`src/rtl/matrix_pkg.sv`:
```
// ============================================================================
// Module      : matrix_pkg
// Description : Shared types and constants for the HT1632-style matrix bus
//               writer: request modes, frame ID codes, FSM states and a
//               frame-length helper.
// Revision    : 1.0 - initial release
// ============================================================================
`default_nettype none

package matrix_pkg;

    typedef enum logic {
        MODE_CMD   = 1'b0,
        MODE_WRITE = 1'b1
    } mode_t;

    localparam logic [2:0] ID_CMD   = 3'b100;
    localparam logic [2:0] ID_WRITE = 3'b101;

    // COMMAND frame: ID + 8-bit code + trailing don't-care bit.
    localparam int CMD_BITS       = 12;
    // WRITE frame header: ID + 7-bit RAM address, payload follows.
    localparam int WRITE_HDR_BITS = 10;

    typedef enum logic [2:0] {
        ST_IDLE    = 3'd0,
        ST_CHECK   = 3'd1,
        ST_SETUP   = 3'd2,
        ST_SHIFT   = 3'd3,
        ST_HOLD    = 3'd4,
        ST_RELEASE = 3'd5
    } state_t;

    function automatic int frame_len(input mode_t mode, input int data_bits);
        return (mode == MODE_WRITE) ? WRITE_HDR_BITS + data_bits : CMD_BITS;
    endfunction

endpackage

`default_nettype wire

```
`src/rtl/matrix_bit_timer.sv`:
```
// ============================================================================
// Module      : matrix_bit_timer
// Description : Half-bit divider for the matrix bus. Counts HALF_DIV clocks
//               per half period and flips phase at each wrap.
// Revision    : 1.0 - initial release
// Ports       : clk, reset (sync, active-low), restart (zero the timer),
//               phase (0 = low half, 1 = high half), bit_start (first cycle
//               of a bit), half_end (last cycle of the low half), bit_end
//               (last cycle of a bit).
// ============================================================================
`default_nettype none

module matrix_bit_timer #(
    parameter int HALF_DIV = 16
) (
    input  logic clk,
    input  logic reset,
    input  logic restart,
    output logic phase,
    output logic bit_start,
    output logic half_end,
    output logic bit_end
);

    localparam int HCNT_W = (HALF_DIV > 1) ? $clog2(HALF_DIV) : 1;
    localparam logic [HCNT_W-1:0] C_LAST = HCNT_W'(HALF_DIV - 1);

    logic [HCNT_W-1:0] r_cnt;
    logic              r_phase;
    logic              w_last;

    assign w_last    = (r_cnt == C_LAST);
    assign phase     = r_phase;
    assign bit_start = !r_phase && (r_cnt == '0);
    assign half_end  = !r_phase && w_last;
    assign bit_end   = r_phase && w_last;

    always_ff @(posedge clk) begin
        if (!reset || restart) begin
            r_cnt   <= '0;
            r_phase <= 1'b0;
        end else if (w_last) begin
            r_cnt   <= '0;
            r_phase <= ~r_phase;
        end else begin
            r_cnt   <= r_cnt + 1'b1;
        end
    end

endmodule

`default_nettype wire

```
`src/rtl/matrix_bus_writer.sv`:
```
// ============================================================================
// Module      : matrix_bus_writer
// Description : Serialises COMMAND / WRITE transactions onto a 3-wire
//               HT1632-style bus (per-chip cs_n, wr_n, data) for NUM_CHIPS
//               cascaded controllers. One request at a time over valid/ready.
// Revision    : 1.0 - initial release
// Option      : MATRIX_BROADCAST_EN - chip index all-ones selects every chip.
// Ports       : clk, reset (sync, active-low)
//               req_valid/req_ready handshake; req_mode (0 CMD, 1 WRITE),
//               req_chip, req_addr, req_cmd, req_data request fields
//               cs_n, wr_n, data bus outputs; busy; err (reject pulse)
// ============================================================================
`default_nettype none

module matrix_bus_writer #(
    parameter int NUM_CHIPS = 4,
    parameter int DATA_BITS = 4,
    parameter int HALF_DIV  = 16,
    parameter int CHIP_W    = $clog2(NUM_CHIPS + 1)
) (
    input  logic                 clk,
    input  logic                 reset,
    input  logic                 req_valid,
    output logic                 req_ready,
    input  logic                 req_mode,
    input  logic [CHIP_W-1:0]    req_chip,
    input  logic [6:0]           req_addr,
    input  logic [7:0]           req_cmd,
    input  logic [DATA_BITS-1:0] req_data,
    output logic [NUM_CHIPS-1:0] cs_n,
    output logic                 wr_n,
    output logic                 data,
    output logic                 busy,
    output logic                 err
);

    import matrix_pkg::*;

    localparam int FRAME_W = (WRITE_HDR_BITS + DATA_BITS > CMD_BITS) ?
                             (WRITE_HDR_BITS + DATA_BITS) : CMD_BITS;
    localparam int CNT_W   = $clog2(FRAME_W);

    state_t                r_state;
    logic [FRAME_W-1:0]    r_shift;
    logic [CNT_W-1:0]      r_bit_cnt;
    logic [NUM_CHIPS-1:0]  r_cs_sel;
    logic                  r_bad;

    logic [FRAME_W-1:0]    w_frame;
    logic [CNT_W-1:0]      w_nbits_m1;
    logic [NUM_CHIPS-1:0]  w_cs_sel;
    logic                  w_bcast;
    logic                  w_chip_bad;
    logic                  w_phase;
    logic                  w_bit_start;
    logic                  w_half_end;
    logic                  w_bit_end;
    logic                  w_unused;

    // Timer is zeroed on the cycle before SETUP so every frame starts on
    // the same phase.
    matrix_bit_timer #(
        .HALF_DIV (HALF_DIV)
    ) u_timer (
        .clk       (clk),
        .reset     (reset),
        .restart   (r_state == ST_CHECK),
        .phase     (w_phase),
        .bit_start (w_bit_start),
        .half_end  (w_half_end),
        .bit_end   (w_bit_end)
    );

    // Phase and bit_start are not needed: outputs are registered on the
    // edges flagged by half_end / bit_end.
    assign w_unused = &{1'b0, w_phase, w_bit_start};

    // Frame left-aligned so the bit to send is always the MSB.
    always_comb begin
        w_frame = '0;
        if (mode_t'(req_mode) == MODE_WRITE) begin
            w_frame[FRAME_W-1 -: WRITE_HDR_BITS + DATA_BITS] = {ID_WRITE, req_addr, req_data};
        end else begin
            w_frame[FRAME_W-1 -: CMD_BITS] = {ID_CMD, req_cmd, 1'b0};
        end
        w_nbits_m1 = CNT_W'(frame_len(mode_t'(req_mode), DATA_BITS) - 1);
    end

    always_comb begin
        w_bcast = 1'b0;
`ifdef MATRIX_BROADCAST_EN
        w_bcast = (req_chip == {CHIP_W{1'b1}});
`endif
        w_chip_bad = !w_bcast && (int'(req_chip) >= NUM_CHIPS);
        w_cs_sel   = '1;
        for (int i = 0; i < NUM_CHIPS; i++) begin
            w_cs_sel[i] = ~(w_bcast | (int'(req_chip) == i));
        end
    end

    always_ff @(posedge clk) begin
        if (!reset) begin
            r_state   <= ST_IDLE;
            r_shift   <= '0;
            r_bit_cnt <= '0;
            r_cs_sel  <= '1;
            r_bad     <= 1'b0;
            req_ready <= 1'b0;
            busy      <= 1'b0;
            err       <= 1'b0;
            cs_n      <= '1;
            wr_n      <= 1'b1;
            data      <= 1'b0;
        end else begin
            err <= 1'b0;
            case (r_state)
                ST_IDLE: begin
                    if (req_valid && req_ready) begin
                        r_shift   <= w_frame;
                        r_bit_cnt <= w_nbits_m1;
                        r_cs_sel  <= w_cs_sel;
                        r_bad     <= w_chip_bad;
                        err       <= w_chip_bad;
                        req_ready <= 1'b0;
                        busy      <= 1'b1;
                        r_state   <= ST_CHECK;
                    end else begin
                        req_ready <= 1'b1;
                    end
                end
                // One decision cycle: rejected requests return without
                // touching the bus, valid ones select their chip(s).
                ST_CHECK: begin
                    if (r_bad) begin
                        req_ready <= 1'b1;
                        busy      <= 1'b0;
                        r_state   <= ST_IDLE;
                    end else begin
                        cs_n    <= r_cs_sel;
                        r_state <= ST_SETUP;
                    end
                end
                ST_SETUP: begin
                    if (w_bit_end) begin
                        wr_n    <= 1'b0;
                        data    <= r_shift[FRAME_W-1];
                        r_shift <= {r_shift[FRAME_W-2:0], 1'b0};
                        r_state <= ST_SHIFT;
                    end
                end
                ST_SHIFT: begin
                    if (w_half_end) begin
                        wr_n <= 1'b1;
                    end
                    if (w_bit_end) begin
                        if (r_bit_cnt == '0) begin
                            r_state <= ST_HOLD;
                        end else begin
                            r_bit_cnt <= r_bit_cnt - 1'b1;
                            wr_n      <= 1'b0;
                            data      <= r_shift[FRAME_W-1];
                            r_shift   <= {r_shift[FRAME_W-2:0], 1'b0};
                        end
                    end
                end
                ST_HOLD: begin
                    if (w_bit_end) begin
                        cs_n    <= '1;
                        r_state <= ST_RELEASE;
                    end
                end
                ST_RELEASE: begin
                    if (w_bit_end) begin
                        req_ready <= 1'b1;
                        busy      <= 1'b0;
                        r_state   <= ST_IDLE;
                    end
                end
                default: begin
                    r_state <= ST_IDLE;
                end
            endcase
        end
    end

endmodule

`default_nettype wire
```
`config.mk`:
```
export PLATFORM = sky130hd
export DESIGN_NAME = matrix_bus_writer
export DESIGN_NICKNAME = d
export VERILOG_FILES = /design/src/rtl/matrix_pkg.sv /design/src/rtl/matrix_bit_timer.sv /design/src/rtl/matrix_bus_writer.sv
export SDC_FILE = /design/constraint.sdc
export NUM_CORES = 1
export LEC_CHECK = 0
export CORE_MARGIN = 3
export CORE_UTILIZATION = 40
export DETAILED_ROUTE_END_ITERATION = 6
export SLEW_MARGIN = 20
export SYNTH_ARGS = -nofsm -noshare
export SYNTH_HDL_FRONTEND = slang
export SYNTH_SLANG_ARGS = --single-unit
```
`constraint.sdc`:
```
create_clock -name clk -period 2.9 [get_ports clk]
set_clock_uncertainty 0.05 [all_clocks]
set_input_delay 0.725 -clock clk [delete_from_list [all_inputs] [get_ports clk]]
set_output_delay 0.725 -clock clk [all_outputs]
set_load 0.01 [all_outputs]
```
; Word level (Yosys, flattened, before mapping)
; Cells that the tools add are included.
[totals]
regBits = 40
inputBits = 26
out_inout_bits = 9
elab_cells = 104
[classes]
addsub = 3
n_lt_le_gt_ge = 1
n_eq_ne = 18
mux = 39
bitwise = 5
reduce_logical = 25
[op_table]
columns = operator, count
row1 = two-way mux 14 bit, 4
row2 = one-hot mux 14 bit (3 select lines), 1
row3 = two-way mux 4 bit, 5
row4 = two-way mux 3 bit, 6
row5 = one-hot mux 3 bit (6 select lines), 1
row6 = one-hot mux 4 bit (2 select lines), 2
row7 = == test 3 bit (second input constant), 4
row8 = two-way mux 1 bit, 12
row9 = AND reduction 4 bit, 3
row10 = two-way mux 10 bit, 1
row11 = != test 2 bit (second input constant), 5
row12 = == test 3 x 2 -> 1 bit (second input constant), 3
row13 = AND reduction 3 bit, 3
row14 = != test 2 x 1 -> 1 bit (second input constant), 4
row15 = subtractor 4 x 1 -> 4 bit (second input constant), 2
row16 = zero test 3 bit, 2
row17 = two-way mux 2 bit, 3
row18 = one-hot mux 1 bit (3 select lines), 2
row19 = AND reduction 6 bit, 1
row20 = nonzero test 2 bit, 3
row21 = nonzero test 3 bit, 2
row22 = NOT 1 bit, 5
row23 = AND reduction 5 bit, 1
row24 = adder 4 x 1 -> 4 bit (second input constant), 1
row25 = other kinds (10), 15

; Logic depth before layout (Yosys ltp)
[depth]
ltp_word = 6
depth_mapped = 7

; Cells and area by module
; A second synthesis with hierarchy kept.
[unflattened]
hier_cells = 230
hier_area_um2 = 2011.9
[modules_own_cells]
columns = module, instances, cells_per_inst, area_each_um2
row1 = matrix_bus_writer, 1, 204, 1760.4
row2 = matrix_bit_timer, 1, 26, 251.5

; Worst setup path before layout
; No wires, ideal clock.
[synth_timing]
kind = in2reg
from = input req_mode
to = register r_shift[10]
arrival_ps = 1553
required_ps = 2724
slack_ps = 1171
stages = 6
n_path_buf = 2
cell_sequence = clkbuf_1 buf_2 mux2i_1 nand2_1 o211ai_1 o21ai_1
[synth_via]
elab_chain_len = 3
[synth_rtl]
columns = item, line_no
row1 = from (decl), matrix_bus_writer.sv:25  ; input logic req_mode,
row2 = two-way mux 10 bit, matrix_bus_writer.sv:81  ; if (mode_t'(req_mode) == MODE_WRITE) begin
row3 = two-way mux 14 bit, matrix_bus_writer.sv:118  ; if (req_valid && req_ready) begin
row4 = one-hot mux 14 bit (3 select lines), matrix_bus_writer.sv:116  ; case (r_state)
row5 = to (signal assigned), matrix_bus_writer.sv:119  ; r_shift <= w_frame;
row6 = to (signal assigned), matrix_bus_writer.sv:147  ; r_shift <= {r_shift[FRAME_W-2:0], 1'b0};
row7 = to (signal assigned), matrix_bus_writer.sv:162  ; r_shift <= {r_shift[FRAME_W-2:0], 1'b0};
row8 = to (decl), matrix_bus_writer.sv:44  ; logic [FRAME_W-1:0] r_shift;
; Every way passes these cells. The select of a mux whose other input is x is not followed.
; A chain may end at the register's enable or synchronous reset.

; Worst setup path in the final report
[layout_timing]
from = register req_ready
to = output req_ready
[layout_lines]
columns = item, line_no
row1 = from (decl), matrix_bus_writer.sv:24  ; output logic req_ready,
row2 = from (signal assigned), matrix_bus_writer.sv:108  ; req_ready <= 1'b0;
row3 = from (signal assigned), matrix_bus_writer.sv:124  ; req_ready <= 1'b0;
row4 = from (signal assigned), matrix_bus_writer.sv:128  ; req_ready <= 1'b1;
; No word-level cell between the ends.

==> impl_metrics.csv <==
group,metric,value,unit
placement,io_buffer_count,34,
critical_path,worstReg2RegStart,"r_bit_cnt[0]",
global_routing,grt_pass1_vias,1698,
critical_path,path_buf_inv,1,
synth,ys_warn_count,0,
global_routing,antenna_found_initial,0,
floorplan,dieHeight,76.6,um
critical_path,r2r_slack,890,ps
power_and_ir_drop,cellPowerDensity,647,mW/mm2
critical_path,reg2reg_depth,6,
flow_run,drv_cap,0,
route,drt_iter0_drc,131,
cts,clockBufferDepth,2,
critical_path,critPathArrivalTime,1280,ps
route,drtAntennaViolNets,0,
floorplan,fp.coreArea,0.00479,mm2
critical_path,crit_path_top_delay_cell,"clkdlybuf4s50_1",
cts,cts_setup_buffers,0,
synth,synthArstFlopShare,0,%
timing,fmax,487,MHz
synth,syn_nets,249,
floorplan,start_util,41.7,%
cts,cts_resized,0,
critical_path,crit_start,"req_ready",
global_routing,grt_overflow,0,
timing,timing.final.ws_setup,848,ps
critical_path,cp-endpoint,"req_ready",
synth,synthFlopType,"dfxtp_1",
power_and_ir_drop,p_leak,0.978,nW
cts,holdBufCountCts,0,
cells_and_area,fill_cells,491,
cts,cts_buffers,5,
cells_and_area,final_core_util,51.4,%
cts,path_clk_slew,70,ps
floorplan,std_cell_rows,25,
synth,seq_area_frac_synth,40.2,%
cts,cts_root_buf,"clkbuf_8",
critical_path,required,2120,ps
cts,clk_latency,280,ps
synth,synthCells,221,
power_and_ir_drop,power,1.59,mW
route,dr.pass1.iters,4,
placement,routabilityCongestion,0.793,
timing,post-route-period-util,70.8,%
critical_path,slowest_delay,570,ps
synth,synth-edff-count,0,
critical_path,critPathTopFamily,"buffers and inverters",
cells_and_area,final_common_cell,"dfxtp_1",
timing,slew_violations,0,
cells_and_area,insertedDiodeCount,0,
global_routing,grt_pass1_wl,8110,um
global_routing,grt_usage,16.7,%
synth,synthesis.area,0.00199,mm2
cells_and_area,final_area,0.00246,mm2
placement,postPlaceCellArea,0.00238,mm2
power_and_ir_drop,ir_worst_vdd,266,uV
cells_and_area,layout_common_cells,"dfxtp_1 (40), clkdlybuf4s50_1 (34), nand2_1 (21)",
timing,tightestPinTransition,677,ps
timing,whs,400,ps
synth,avgSynthCellArea,9.02,um2
timing,tns,0,ps
cells_and_area,num-nets-final,279,
route,routed_via_density,5.39,
critical_path,cp_cell_sequence,"clkdlybuf4s50_1",
placement,placedCellCount,311,
route,drc,0,
critical_path,reg2reg_to,"r_shift[1]",
cts,cts_tree,"built",
floorplan,die_area,0.00587,mm2
outcome,status,"finished clean",
timing,hold_viol_final,0,
cts,cts.sink_count,40,
timing,grt_setup_unrepaired,"false",
timing,setup_viol,0,
route,wl,4560,um
critical_path,critPathKind,"reg2out",
hold_path,hold_path_class,"reg2reg",
cells_and_area,drive_above_1_share,7.57,%
floorplan,ios,35,
placement,place_ws,523,ps
timing,relSlewSlack,54.7,%
cells_and_area,final_cell_count_no_fill,318,
synth,synthDistinctLibCells,55,
critical_path,cp-start-kind,"register",
route,num_vias,1715,
critical_path,cp_max_fo,4,
cells_and_area,syn2layout_area_growth,23.3,%
placement,dp_hpwl,3200,um
floorplan,fp.dieW,76.6,um
route,post_drt_wl_per_cell,14.3,um
cts,htree_levels,2,
synth,synth.ff_latch_count,40,
critical_path,crit_cells,1,
critical_path,cp-end-kind,"output port",
global_routing,grt_max_degree,26,
timing,min_period,2050,ps
[worst min-delay path by stage]
stage                     start          endpoint  depth (start not counted)
3_3_place_gp   u_timer.r_cnt[0]  u_timer.r_cnt[0]                          1
3_5_place_dp   u_timer.r_cnt[0]  u_timer.r_cnt[0]                          1
5_1_grt              r_shift[0]        r_shift[0]                          2
6_report       u_timer.r_cnt[0]  u_timer.r_cnt[0]                          1
4_1_cts        u_timer.r_cnt[0]  u_timer.r_cnt[0]                          1
2_1_floorplan  u_timer.r_cnt[0]  u_timer.r_cnt[0]                          1
[cell type report]
class	count	area (um2)	share of cell area, %
clock buffer	6	72.6	2.95
clock inverter	1	5.00	0.204
inverter	9	33.8	1.37
multi-input combinational	155	1080	43.8
sequential	40	801	32.6
tap	67	83.8	3.41
timing repair buffer	40	385	15.7
[synthesized netlist by cell type, types with 3 or more instances]
cell | number | area [um2]
o22a_1 | 4 | 35.0
o211a_1 | 6 | 60.1
buf_2 | 9 | 45.0
o21ai_1 | 12 | 60.1
nand2_1 | 21 | 78.8
nand4_1 | 11 | 68.8
inv_1 | 9 | 33.8
o211ai_1 | 9 | 67.6
xor2_1 | 3 | 26.3
a21boi_0 | 4 | 30.0
nand3_1 | 6 | 30.0
o21ai_0 | 9 | 45.0
a21oi_1 | 3 | 15.0
o221ai_1 | 3 | 26.3
nor2_1 | 9 | 33.8
clkbuf_1 | 5 | 18.8
dfxtp_1 | 40 | 801
nor3_1 | 3 | 15.0
mux2i_1 | 9 | 90.1
[routing by layer]
metal	vias up	GRT usage (%)	share of wire (%)
li1	887	-	-
met1	802	22.5	50
met2	24	26.7	46
met3	2	4.37	3.0
met4	0	3.80	0.50
met5	-	0	0
[report_power, final]
group	total (mW)	switching [mW]	internal (mW)
logic	0.518	0.281	0.237
registers	0.731	0.0981	0.632
clock network	0.343	0.179	0.164
[registers in the layout, indices dropped and copies added (netlist names)]
register,flops
busy,1
cs_n,4
data,1
err,1
r_bad,1
r_bit_cnt,4
r_cs_sel,4
r_shift,14
r_state,3
req_ready,1
u_timer.phase,1
u_timer.r_cnt,4
wr_n,1
[cells by family (layout without fill, tap and decap cells)]
logic type | after synthesis | in the layout | share of synthesized area (%)
AND/OR/NAND/NOR | 73 | 73 | 22.0
AO/OA/AOI/OAI | 67 | 67 | 24.5
flip-flops | 40 | 40 | 40.2
buffers and inverters | 26 | 56 | 5.83
multiplexers | 9 | 9 | 4.52
XOR/XNOR | 4 | 4 | 1.76
adder cells (fa/ha/maj) | 2 | 2 | 1.25
Power figures use the tool's default switching activity.
